<file path="src/rtl/bdb_mc_pkg.sv">
// Shared types for bdb_multichannel_counter: per-channel debounce states and FIFO event entry.
package bdb_mc_pkg;

    typedef enum logic [1:0] {
        IDLE,
        PRESS_PEND,
        HELD,
        REL_PEND
    } ch_state_e;

    // Sized for the 16-channel maximum; narrower builds use the low bits only.
    localparam int unsigned EV_CH_W = 4;

    typedef struct packed {
        logic [EV_CH_W-1:0] channel;
        logic               is_press;
    } event_t;

    function automatic int unsigned idx_width(input int unsigned n);
        return (n > 1) ? $clog2(n) : 1;
    endfunction

endpackage

</file>
<file path="src/rtl/bdb_event_fifo.sv">
// Synchronous event FIFO; accepts a write while full when a pop happens in the same cycle.
module bdb_event_fifo #(
    parameter int unsigned DEPTH = 8,
    parameter type         T     = logic
) (
    input  logic clk_i,
    input  logic reset_i,
    input  logic wr_en_i,
    input  T     wr_data_i,
    output logic full_o,
    input  logic rd_en_i,
    output logic valid_o,
    output T     rd_data_o
);

    localparam int unsigned    AW      = $clog2(DEPTH);
    localparam logic [AW:0]    PTR_ONE = (AW+1)'(1);

    T            mem_q [DEPTH];
    logic [AW:0] wr_ptr_q;
    logic [AW:0] rd_ptr_q;
    logic        do_wr;
    logic        do_rd;

    assign valid_o   = (wr_ptr_q != rd_ptr_q);
    assign full_o    = (wr_ptr_q[AW] != rd_ptr_q[AW]) &&
                       (wr_ptr_q[AW-1:0] == rd_ptr_q[AW-1:0]);
    assign do_rd     = rd_en_i && valid_o;
    assign do_wr     = wr_en_i && (!full_o || do_rd);
    assign rd_data_o = mem_q[rd_ptr_q[AW-1:0]];

    always_ff @(posedge clk_i) begin
        if (reset_i) begin
            wr_ptr_q <= '0;
            rd_ptr_q <= '0;
        end else begin
            if (do_wr) begin
                wr_ptr_q <= wr_ptr_q + PTR_ONE;
            end
            if (do_rd) begin
                rd_ptr_q <= rd_ptr_q + PTR_ONE;
            end
        end
    end

    always_ff @(posedge clk_i) begin
        if (do_wr) begin
            mem_q[wr_ptr_q[AW-1:0]] <= wr_data_i;
        end
    end

endmodule

</file>
<file path="src/rtl/bdb_multichannel_counter.sv">
// Multichannel button debouncer with saturating press counters and an event FIFO.
// Define BDB_RELEASE_EVENT_EN to also queue release events.
module bdb_multichannel_counter
    import bdb_mc_pkg::*;
#(
    parameter int unsigned CHANNELS    = 4,
    parameter int unsigned HOLD_CYCLES = 4,
    parameter int unsigned COUNT_WIDTH = 8,
    parameter int unsigned EVENT_DEPTH = 8
) (
    input  logic                              clk,
    input  logic                              reset,
    input  logic [CHANNELS-1:0]               btn_in,
    input  logic                              count_clear,
    output logic [CHANNELS-1:0]               btn_state,
    output logic [CHANNELS-1:0]               press_pulse,
    output logic [CHANNELS*COUNT_WIDTH-1:0]   count,
    output logic                              event_valid,
    input  logic                              event_ready,
    output logic [idx_width(CHANNELS)-1:0]    event_channel,
    output logic                              event_is_press,
    output logic                              overflow
);

    localparam int unsigned          CH_W      = idx_width(CHANNELS);
    localparam logic [7:0]           HOLD_LAST = 8'(HOLD_CYCLES - 1);
    localparam logic [COUNT_WIDTH-1:0] CNT_ONE = COUNT_WIDTH'(1);

    logic [CHANNELS-1:0] sync1_q;
    logic [CHANNELS-1:0] sync2_q;
    ch_state_e           state_q [CHANNELS];
    ch_state_e           state_d [CHANNELS];
    logic [7:0]          qual_q  [CHANNELS];
    logic [7:0]          qual_d  [CHANNELS];
    logic [CHANNELS-1:0] press_q;
    logic [CHANNELS-1:0] press_d;
    logic [CHANNELS-1:0] rel_q;
    logic [CHANNELS-1:0] rel_d;

    logic [CHANNELS-1:0][COUNT_WIDTH-1:0] count_q;
    logic [CHANNELS-1:0][COUNT_WIDTH-1:0] count_d;

    logic [CHANNELS-1:0] pend_press_q;
    logic [CHANNELS-1:0] pend_press_d;
    logic [CHANNELS-1:0] grant_press;
`ifdef BDB_RELEASE_EVENT_EN
    logic [CHANNELS-1:0] pend_rel_q;
    logic [CHANNELS-1:0] pend_rel_d;
    logic [CHANNELS-1:0] grant_rel;
`endif
    logic   found;
    logic   fifo_wr;
    logic   fifo_full;
    logic   pop;
    logic   ovf_q;
    logic   ovf_d;
    event_t wr_ev;
    event_t head_ev;
    logic   unused_head;

    // Per-channel debounce FSM; press/release strobes are registered with the state change.
    always_comb begin
        for (int unsigned c = 0; c < CHANNELS; c++) begin
            state_d[c] = state_q[c];
            qual_d[c]  = qual_q[c];
            press_d[c] = 1'b0;
            rel_d[c]   = 1'b0;
            unique case (state_q[c])
                IDLE: begin
                    if (sync2_q[c]) begin
                        state_d[c] = PRESS_PEND;
                        qual_d[c]  = 8'd1;
                    end
                end
                PRESS_PEND: begin
                    if (!sync2_q[c]) begin
                        state_d[c] = IDLE;
                    end else if (qual_q[c] == HOLD_LAST) begin
                        state_d[c] = HELD;
                        press_d[c] = 1'b1;
                    end else begin
                        qual_d[c] = qual_q[c] + 8'd1;
                    end
                end
                HELD: begin
                    if (!sync2_q[c]) begin
                        state_d[c] = REL_PEND;
                        qual_d[c]  = 8'd1;
                    end
                end
                REL_PEND: begin
                    if (sync2_q[c]) begin
                        state_d[c] = HELD;
                    end else if (qual_q[c] == HOLD_LAST) begin
                        state_d[c] = IDLE;
                        rel_d[c]   = 1'b1;
                    end else begin
                        qual_d[c] = qual_q[c] + 8'd1;
                    end
                end
                default: state_d[c] = IDLE;
            endcase
        end
    end

    always_comb begin
        for (int unsigned c = 0; c < CHANNELS; c++) begin
            btn_state[c] = (state_q[c] == HELD) || (state_q[c] == REL_PEND);
            if (count_clear) begin
                count_d[c] = press_q[c] ? CNT_ONE : '0;
            end else if (press_q[c] && (count_q[c] != '1)) begin
                count_d[c] = count_q[c] + CNT_ONE;
            end else begin
                count_d[c] = count_q[c];
            end
        end
    end

    // Arbiter: lowest pending press first, then (if enabled) lowest pending release.
    always_comb begin
        found       = 1'b0;
        wr_ev       = '0;
        grant_press = '0;
        for (int unsigned c = 0; c < CHANNELS; c++) begin
            if (!found && pend_press_q[c]) begin
                found          = 1'b1;
                grant_press[c] = 1'b1;
                wr_ev.channel  = EV_CH_W'(c);
                wr_ev.is_press = 1'b1;
            end
        end
`ifdef BDB_RELEASE_EVENT_EN
        grant_rel = '0;
        for (int unsigned c = 0; c < CHANNELS; c++) begin
            if (!found && pend_rel_q[c]) begin
                found          = 1'b1;
                grant_rel[c]   = 1'b1;
                wr_ev.channel  = EV_CH_W'(c);
                wr_ev.is_press = 1'b0;
            end
        end
`endif
        fifo_wr = found && (!fifo_full || pop);
        if (!fifo_wr) begin
            grant_press = '0;
`ifdef BDB_RELEASE_EVENT_EN
            grant_rel   = '0;
`endif
        end
        pend_press_d = (pend_press_q & ~grant_press) | press_q;
        ovf_d        = ovf_q | (|(press_q & pend_press_q & ~grant_press));
`ifdef BDB_RELEASE_EVENT_EN
        pend_rel_d   = (pend_rel_q & ~grant_rel) | rel_q;
        ovf_d        = ovf_d | (|(rel_q & pend_rel_q & ~grant_rel));
`endif
    end

    always_ff @(posedge clk) begin
        if (reset) begin
            sync1_q      <= '0;
            sync2_q      <= '0;
            press_q      <= '0;
            rel_q        <= '0;
            count_q      <= '0;
            pend_press_q <= '0;
            ovf_q        <= 1'b0;
            for (int unsigned c = 0; c < CHANNELS; c++) begin
                state_q[c] <= IDLE;
                qual_q[c]  <= '0;
            end
        end else begin
            sync1_q      <= btn_in;
            sync2_q      <= sync1_q;
            press_q      <= press_d;
            rel_q        <= rel_d;
            count_q      <= count_d;
            pend_press_q <= pend_press_d;
            ovf_q        <= ovf_d;
            for (int unsigned c = 0; c < CHANNELS; c++) begin
                state_q[c] <= state_d[c];
                qual_q[c]  <= qual_d[c];
            end
        end
    end

`ifdef BDB_RELEASE_EVENT_EN
    always_ff @(posedge clk) begin
        if (reset) begin
            pend_rel_q <= '0;
        end else begin
            pend_rel_q <= pend_rel_d;
        end
    end
`endif

    bdb_event_fifo #(
        .DEPTH (EVENT_DEPTH),
        .T     (event_t)
    ) u_fifo (
        .clk_i     (clk),
        .reset_i   (reset),
        .wr_en_i   (fifo_wr),
        .wr_data_i (wr_ev),
        .full_o    (fifo_full),
        .rd_en_i   (event_ready),
        .valid_o   (event_valid),
        .rd_data_o (head_ev)
    );

    assign pop           = event_valid && event_ready;
    assign press_pulse   = press_q;
    assign count         = count_q;
    assign overflow      = ovf_q;
    assign event_channel = head_ev.channel[CH_W-1:0];
    assign unused_head   = ^head_ev;
`ifdef BDB_RELEASE_EVENT_EN
    assign event_is_press = head_ev.is_press;
`else
    assign event_is_press = 1'b1;
`endif

endmodule

</file>
<file path="config.mk">
export PLATFORM = sky130hd
export DESIGN_NAME = bdb_multichannel_counter
export DESIGN_NICKNAME = d
export VERILOG_FILES = /design/src/rtl/bdb_mc_pkg.sv /design/src/rtl/bdb_event_fifo.sv /design/src/rtl/bdb_multichannel_counter.sv
export SDC_FILE = /design/constraint.sdc
export NUM_CORES = 1
export LEC_CHECK = 0
export CAP_MARGIN = 20
export CORE_ASPECT_RATIO = 0.9
export CORE_UTILIZATION = 60
export CTS_CLUSTER_DIAMETER = 80
export DETAILED_ROUTE_END_ITERATION = 8
export HOLD_SLACK_MARGIN = 0.02
export PLACE_DENSITY = 0.88
export SLEW_MARGIN = 30
export SYNTH_ARGS = -nofsm -noshare
export SYNTH_HDL_FRONTEND = slang
export SYNTH_HIERARCHICAL = 1
export SYNTH_SLANG_ARGS = --single-unit
</file>
<file path="constraint.sdc">
create_clock -name clk -period 5.4 [get_ports clk]
set_input_delay 0.54 -clock clk [delete_from_list [all_inputs] [get_ports clk]]
set_output_delay 0.54 -clock clk [all_outputs]
set_load 0.02 [all_outputs]
</file>
==> results of run 1 <==
## per-stage QoR
| step | setup slack, ns | area (sq um) |
|---|---|---|
| final | 2.29 | 6600 |
| after global routing | 2.11 | 6600 |
| after CTS | 2.36 | 6600 |
| after detailed placement | 2.55 | 5990 |
| after global placement | 2.77 | 5990 |
| after floorplan | 2.99 | 5460 |
## power groups by stage
stage,Sequential [mW],Combinational [mW],Clock (mW)
floorplan,0.900,0.0287,0
global placement,0.901,0.0378,0
detailed placement,0.901,0.0398,0
CTS,0.883,0.0403,1.16
global route,0.884,0.0449,1.21
finish,0.883,0.0408,1.16
## cell type report
| type | instances | area, sq um |
|---|---|---|
| Clock buffer | 24 | 492 |
| Sequential cell | 116 | 2480 |
| Fill cell | 555 | 2080 |
| Clock inverter | 8 | 119 |
| Timing Repair Buffer | 52 | 513 |
| Multi-Input combinational cell | 403 | 2780 |
| Inverter | 18 | 68.8 |
| Tap cell | 119 | 149 |
## state kept, by name, summed over array words and instances, names as in the netlist, named ones only
name and count:
state_q 4, press_pulse 4, count 32, sync1_q 4, u_fifo/rd_ptr_q 4, pend_press_q 4
u_fifo/wr_ptr_q 4, u_fifo/mem_q 16, qual_q 32, sync2_q 4, overflow 1
## worst max-delay path, cell delays in order (launching register included)
cell	delay (ns)
dfxtp_1	0.54
xor2_1	0.42
or4_4	0.24
clkinv_2	0.09
a21boi_0	0.19
a21oi_1	0.44
o21ai_0	0.32
nor4_1	0.52
## per-layer routing
| layer | global-route usage | up-vias | part of all wire |
|---|---|---|---|
| met3 | 0.0717 | 34 | 0.062 |
| met1 | 0.359 | 2280 | 0.43 |
| li1 | - | 2207 | - |
| met4 | 0.152 | 0 | 0.022 |
| met2 | 0.459 | 235 | 0.48 |
| met5 | 0 | - | 0 |
## path summary, 6_finish.rpt
check | startpoint | depth (start not counted) | to
hold reg to reg | sync1_q[1] | 1 | sync2_q[1]
setup reg to reg | u_fifo/wr_ptr_q[0] | 7 | u_fifo/mem_q[0][2]
hold / removal | sync1_q[1] | 1 | sync2_q[1]
setup / recovery | u_fifo/wr_ptr_q[0] | 7 | u_fifo/mem_q[0][2]
==> impl_metrics.env, run 1 <==
export IMPL_grt_max_degree=38
export IMPL_grtUsageTotal=0.289
export IMPL_nets=626
export IMPL_cp_required_ns=5.55
export IMPL_gp_congestion=0.904
export IMPL_avgViaCountPerCell=6.43
export IMPL_powerDensity_nw_per_um2=315
export IMPL_critPathKind="reg2reg"
export IMPL_final_core_util=0.760
export IMPL_setup_worst_path_start_class="flip-flop"
export IMPL_cts_sinks=116
export IMPL_dieArea_sq_um=9490
export IMPL_hold_ws_ns=0.440
export IMPL_post_cts_buffers=0
export IMPL_ys_warn_count=6
export IMPL_grt_pass1_wl_mm=21.3
export IMPL_clock_tree_buffer_depth=2
export IMPL_status="complete, no violations"
export IMPL_synthCells=566
export IMPL_row_count=32
export IMPL_finalWirelength_mm=12.6
export IMPL_p_leak_nw=2.43
export IMPL_clk_latency_ns=0.52
export IMPL_fp_dieH_um=92.5
export IMPL_root_buffer="clkbuf_8"
export IMPL_core_sq_um=8690
export IMPL_mostFrequentLayoutCell="dfxtp_1"
export IMPL_clkTransAtPathRegs_ns=0.06
export IMPL_portBuffers=51
export IMPL_p_int_mw=1.66
export IMPL_dr_pass1_iters=5
export IMPL_p_seq_frac=0.425
export IMPL_cp_end_kind="flip-flop"
export IMPL_setup_violations_final=0
export IMPL_dp_hpwl_mm=8.04
export IMPL_ff2ff_setup_slack_ns=2.29
export IMPL_drt_initial_drc_count=268
export IMPL_grt_pass1_vias=4543
export IMPL_avgSynthCellArea_sq_um=9.65
export IMPL_cts_tree="built"
export IMPL_fin_setup_tns_ns=0
export IMPL_irDropWorstVdd_v=0.000256
export IMPL_antenna_cells=0
export IMPL_fin_skew_ns=0.00847
export IMPL_critical_path_max_fanout=10
export IMPL_drc_errors=0
export IMPL_rsz0062_at_grt="no"
export IMPL_hold_viol=0
export IMPL_syn_to_final_growth_pct=20.9
export IMPL_numCtsBuffers=17
export IMPL_max_freq_ghz=0.321
export IMPL_p_switching_mw=0.423
export IMPL_die_x_um=103
export IMPL_cts_max_level=4
export IMPL_total_power_mw=2.08
export IMPL_initial_utilization=0.629
export IMPL_stdcell_count=740
export IMPL_hp_class="reg2reg"
export IMPL_slew_headroom=0.379
export IMPL_cp_arrival_ns=3.27
export IMPL_drive_gt1_frac=0.105
export IMPL_io_pin_count=53
export IMPL_most_common_layout_cells="100 x dfxtp_1, 50 x clkdlybuf4s50_1, 42 x nor2_1"
export IMPL_drv_cap=0
export IMPL_fin_crit_sh=0.577
export IMPL_fin_crit_ns=3.11
export IMPL_vias=4756
export IMPL_wl_per_cell_um=17.1
export IMPL_overflow=0
export IMPL_swShare=0.203
export IMPL_antenna_left=0
export IMPL_slew_violations=0
export IMPL_p_comb_frac=0.020
export IMPL_p_clk_frac=0.556
export IMPL_grt_antenna_before_repair=0
export IMPL_synth_nets=584
export IMPL_cts_hold_buffers=0
export IMPL_post_place_cells=708
export IMPL_tightestPinTransition_ns=0.924
export IMPL_syn_cell_area_sq_um=5460
export IMPL_cts_resized=0
Note: power is estimated with default switching activity, not from simulation.
==> run 2, diff against run 1 <==
--- a/config.mk
+++ b/config.mk
@@ -7,11 +7,11 @@
 export LEC_CHECK = 0
 export CAP_MARGIN = 20
 export CORE_ASPECT_RATIO = 0.9
-export CORE_UTILIZATION = 60
+export CORE_UTILIZATION = 53
 export CTS_CLUSTER_DIAMETER = 80
 export DETAILED_ROUTE_END_ITERATION = 8
 export HOLD_SLACK_MARGIN = 0.02
-export PLACE_DENSITY = 0.88
+export PLACE_DENSITY = 0.83
 export SLEW_MARGIN = 30
 export SYNTH_ARGS = -nofsm -noshare
 export SYNTH_HDL_FRONTEND = slang
==> constraint.sdc (replaced) <==
create_clock -name clk -period 2.8 [get_ports clk]
set_input_delay 0.28 -clock clk [delete_from_list [all_inputs] [get_ports clk]]
set_output_delay 0.28 -clock clk [all_outputs]
set_load 0.02 [all_outputs]
==> impl_metrics.env, run 2 (synthesis gave the netlist of run 1 again) <==
export IMPL_avgViaCountPerCell=6.07
export IMPL_total_power_mw=3.81
export IMPL_hp_class="in2reg"
export IMPL_grt_pass1_vias=4300
export IMPL_slew_headroom=0.474
export IMPL_row_count=34
export IMPL_drive_gt1_frac=0.110
export IMPL_initial_utilization=0.556
export IMPL_gp_congestion=0.819
export IMPL_fp_dieH_um=98.3
export IMPL_cp_arrival_ns=2.36
export IMPL_cts_max_level=4
export IMPL_grt_pass1_wl_mm=19.6
export IMPL_antenna_cells=0
export IMPL_max_freq_ghz=0.379
export IMPL_critPathKind="reg2out"
export IMPL_fin_setup_tns_ns=0
export IMPL_cts_tree="built"
export IMPL_critPathSlowestCell="clkdlybuf4s50_1"
export IMPL_clock_tree_buffer_depth=2
export IMPL_wl_per_cell_um=15.8
export IMPL_grt_antenna_before_repair=0
export IMPL_dr_pass1_iters=5
export IMPL_powerDensity_nw_per_um2=576
export IMPL_tightestPinTransition_ns=0.783
export IMPL_crit_chain="xor2_1 > buf_4 > or4_1 > clkdlybuf4s50_1"
export IMPL_numCtsBuffers=17
export IMPL_antenna_left=0
export IMPL_syn_to_final_growth_pct=21.2
export IMPL_slew_violations=0
export IMPL_cp_end_kind="primary output"
export IMPL_vias=4562
export IMPL_path_delay_family="buffers and inverters"
export IMPL_cp_required_ns=2.52
export IMPL_fin_crit_sh=0.942
export IMPL_setup_violations_final=0
export IMPL_dieArea_sq_um=10700
export IMPL_status="complete, no violations"
export IMPL_die_x_um=109
export IMPL_most_common_layout_cells="100 x dfxtp_1, 50 x clkdlybuf4s50_1, 43 x nor2_1"
export IMPL_path_buf_inv=2
export IMPL_n_fill_cell=763
export IMPL_clk_latency_ns=0.41
export IMPL_cpPeakStageDelay_ns=0.57
export IMPL_drc_errors=0
export IMPL_root_buffer="clkbuf_16"
export IMPL_drt_initial_drc_count=323
export IMPL_cts_resized=0
export IMPL_finalWirelength_mm=11.8
export IMPL_post_cts_buffers=0
export IMPL_clkTransAtPathRegs_ns=0.05
export IMPL_drv_cap=0
export IMPL_io_pin_count=53
export IMPL_overflow=0
export IMPL_p_leak_nw=2.44
export IMPL_cts_hold_buffers=0
export IMPL_portBuffers=51
export IMPL_hold_viol=0
export IMPL_nets=631
export IMPL_dp_hpwl_mm=7.98
export IMPL_mostFrequentLayoutCell="dfxtp_1"
export IMPL_irDropWorstVdd_v=0.000617
export IMPL_core_sq_um=9830
export IMPL_setup_worst_path_start_class="flip-flop"
export IMPL_grt_max_degree=45
export IMPL_cts_sinks=116
export IMPL_final_core_util=0.674
export IMPL_fin_crit_ns=2.64
export IMPL_grtUsageTotal=0.233
export IMPL_fin_skew_ns=0.00959
export IMPL_critical_path_max_fanout=9
export IMPL_rsz0062_at_grt="no"
## run 2: cell count changes in the layout (fill, tap and decap cells not counted), sizes merged
cell / previous run / this run
buf: 2 / 7
bufinv: 3 / 0
clkbuf: 24 / 28
clkinvlp: 1 / 0
inv: 18 / 17
## run 2: layer usage
metal,vias to the layer above,global-route usage,part of all wire
met5,-,0,0
met4,0,0.0925,0.017
met3,21,0.0621,0.052
met2,129,0.381,0.49
met1,2184,0.291,0.44
li1,2228,-,-
## run 2: area by class of cell
class,count,area (sq um),share of cell area
Multi-Input combinational cell,403,2790,0.421
Sequential cell,116,2480,0.375
Timing Repair Buffer,57,563,0.0850
Clock buffer,28,548,0.0828
Tap cell,126,158,0.0238
Inverter,18,68.8,0.0104
Clock inverter,3,15.0,0.00227
## run 2: worst paths after layout
kind	start	cells past startpoint	end	slack (ns)
worst min-delay path	reset	2	pend_press_q[2]	0.29
worst max register to register	u_fifo/wr_ptr_q[2]	7	u_fifo/mem_q[1][2]	0.23
worst max-delay path	u_fifo/wr_ptr_q[1]	4	event_valid	0.16
worst min register to register	sync1_q[1]	1	sync2_q[1]	0.44
## run 2: report_power, final
part	total, mW	leakage [nW]	switching, mW	internal [mW]
Clock	2.03	0.281	0.710	1.32
Sequential	1.70	0.956	0.00938	1.70
Combinational	0.0818	1.20	0.0526	0.0292
Total	3.81	2.44	0.772	3.04
## run 2: through the flow
step / hold slack, ns / instances / area (sq um) / setup WS, ns
final: 0.292 / 751 / 6620 / 0.163
after global routing: 0.314 / 751 / 6620 / 0.0696
after CTS: 0.289 / 751 / 6610 / 0.100
after detailed placement: 0.426 / 720 / 6050 / 0.141
after global placement: 0.418 / 720 / 6050 / 0.363
after floorplan: 0.408 / 566 / 5460 / 0.388
==> run 3, diff against run 2 <==
--- a/config.mk
+++ b/config.mk
@@ -7,12 +7,12 @@
 export LEC_CHECK = 0
 export CAP_MARGIN = 20
 export CORE_ASPECT_RATIO = 0.9
-export CORE_UTILIZATION = 53
+export CORE_UTILIZATION = 59
 export CTS_CLUSTER_DIAMETER = 80
 export DETAILED_ROUTE_END_ITERATION = 8
 export HOLD_SLACK_MARGIN = 0.02
-export PLACE_DENSITY = 0.83
-export SLEW_MARGIN = 30
+export PLACE_DENSITY = 0.87
+export SLEW_MARGIN = 40
 export SYNTH_ARGS = -nofsm -noshare
 export SYNTH_HDL_FRONTEND = slang
 export SYNTH_HIERARCHICAL = 1
==> constraint.sdc (replaced) <==
create_clock -name clk -period 2.55 [get_ports clk]
set_input_delay 0.255 -clock clk [delete_from_list [all_inputs] [get_ports clk]]
set_output_delay 0.255 -clock clk [all_outputs]
set_load 0.02 [all_outputs]
==> impl_metrics.env, run 3 (synthesis gave the netlist of run 1 again) <==
export IMPL_min_from="reset"
export IMPL_grtUsageTotal=0.269
export IMPL_p_int_mw=3.28
export IMPL_root_buffer="clkbuf_8"
export IMPL_clkTransAtPathRegs_ns=0.06
export IMPL_finalWirelength_mm=11.9
export IMPL_route_met3_wl_um=502
export IMPL_wl_per_cell_um=15.8
export IMPL_fin_crit_ns=2.48
export IMPL_hp_class="in2reg"
export IMPL_row_count=32
export IMPL_powerDensity_nw_per_um2=634
export IMPL_numCtsBuffers=17
export IMPL_critPathSlowestCell="clkdlybuf4s50_1"
export IMPL_clk_latency_ns=0.52
export IMPL_irDropWorstVdd_v=0.000605
export IMPL_initial_utilization=0.623
export IMPL_critPathKind="reg2out"
export IMPL_post_cts_buffers=0
export IMPL_hold_viol=0
export IMPL_drive_gt1_frac=0.128
export IMPL_p_leak_nw=2.47
export IMPL_cp_required_ns=2.30
export IMPL_cts_tree="built"
export IMPL_path_buf_inv=2
export IMPL_setup_worst_path_start="u_fifo/rd_ptr_q[0]"
export IMPL_cpPeakStageDelay_ns=0.57
export IMPL_p_clk_frac=0.536
export IMPL_mostFrequentLayoutCell="dfxtp_1"
export IMPL_p_comb_frac=0.022
export IMPL_grt_max_degree=27
export IMPL_gp_congestion=0.852
export IMPL_p_switching_mw=0.941
export IMPL_status="complete, no violations"
export IMPL_r2r_start="u_fifo/rd_ptr_q[1]"
export IMPL_grt_antenna_before_repair=0
export IMPL_crit_chain="xor2_1 > buf_4 > or4_1 > clkdlybuf4s50_1"
export IMPL_dp_hpwl_mm=7.94
export IMPL_drc_errors=0
export IMPL_die_x_um=103
export IMPL_antenna_cells=0
export IMPL_setup_worst_path_start_class="flip-flop"
export IMPL_cts_sinks=116
export IMPL_fin_skew_ns=0.0128
export IMPL_grt_pass1_vias=4317
export IMPL_slew_headroom=0.525
export IMPL_nets=637
export IMPL_grt_pass1_wl_mm=20.1
export IMPL_most_common_layout_cells="99 x dfxtp_1, 48 x clkdlybuf4s50_1, 43 x nor2_1"
export IMPL_fin_crit_sh=0.972
export IMPL_slew_violations=0
export IMPL_path_delay_family="buffers and inverters"
export IMPL_cts_max_level=4
export IMPL_antenna_left=0
export IMPL_wl_met1_mm=5.35
export IMPL_critical_path_max_fanout=4
export IMPL_tightestPinTransition_ns=0.705
export IMPL_setup_ws_ns=0.0725
export IMPL_fp_dieH_um=93.3
export IMPL_rsz0062_at_grt="no"
export IMPL_p_seq_frac=0.443
export IMPL_core_sq_um=8770
export IMPL_cp_end_kind="primary output"
export IMPL_vias=4604
export IMPL_drt_initial_drc_count=275
export IMPL_cp_arrival_ns=2.22
export IMPL_avgViaCountPerCell=6.13
export IMPL_met2_length_mm=5.80
export IMPL_overflow=0
export IMPL_place_ws_ns=0.118
export IMPL_clock_tree_buffer_depth=2
export IMPL_hold_ws_ns=0.139
export IMPL_dieArea_sq_um=9650
export IMPL_setup_violations_final=0
export IMPL_dr_pass1_iters=6
export IMPL_portBuffers=51
export IMPL_syn_to_final_growth_pct=21.9
export IMPL_swShare=0.223
export IMPL_fin_setup_tns_ns=0
export IMPL_io_pin_count=53
export IMPL_dr_max_layer_used="met4"
export IMPL_max_freq_ghz=0.404
export IMPL_drv_cap=0
-- run 3: cell type report --
class                   instances  area (sq um)
repair buffers                 63           601
clock inverters                15           159
clock buffers                  17           414
inverters                      18          68.8
flip-flops and latches        116          2480
multi-input cells             403          2790
fillers                       561          2110
well taps                     119           149
-- run 3: final timing paths --
| path | cells after the start | slack (ns) | end |
|---|---|---|---|
| worst max register to register | 7 | 0.13 | u_fifo/mem_q[0][2] |
| worst max-delay path | 4 | 0.07 | event_valid |
| worst min-delay path | 2 | 0.14 | flip-flop |
| worst min register to register | 1 | 0.44 | sync2_q[0] |
-- run 3: worst reg2reg max path, delay by kind of cell (launching register included) --
family	cells	cell delay (ns)
AOI/OAI and AO/OA	3	0.70
and+or+nand+nor	2	0.62
DFF	1	0.38
xor gates and xnor gates	1	0.30
buffers and inverters	1	0.08
-- run 3: power by group through the flow --
stage                     clock network (mW)  registers, mW  logic, mW
after floorplan                            0           1.91     0.0608
after global placement                     0           1.91     0.0878
after detailed placement                   0           1.91     0.0906
after CTS                               2.29           1.87     0.0916
after global routing                    2.39           1.87      0.101
final                                   2.26           1.87     0.0917
-- run 3: per-layer routing --
layer | vias to the layer above | GRT usage
met5 | - | 0
met4 | 0 | 0.112
met3 | 18 | 0.0673
met2 | 130 | 0.446
met1 | 2228 | 0.331
li1 | 2228 | -
-- run 3: metrics by stage --
step                      area, sq um  total power, mW  utilization  std cells
after floorplan                  5460             1.97            -        566
after global placement           6070             2.00        0.693        719
after detailed placement         6070             2.00        0.693        719
after CTS                        6650             4.25        0.758        751
after global routing             6660             4.36        0.760        751
final                            6660             4.22        0.760        751
-- run 3: what timing repair did --
action                                  CTS  global route
gates resized for setup                   1             3
hold buffers                              0             0
endpoints found under the setup margin    2            12
cloned                                    0             0
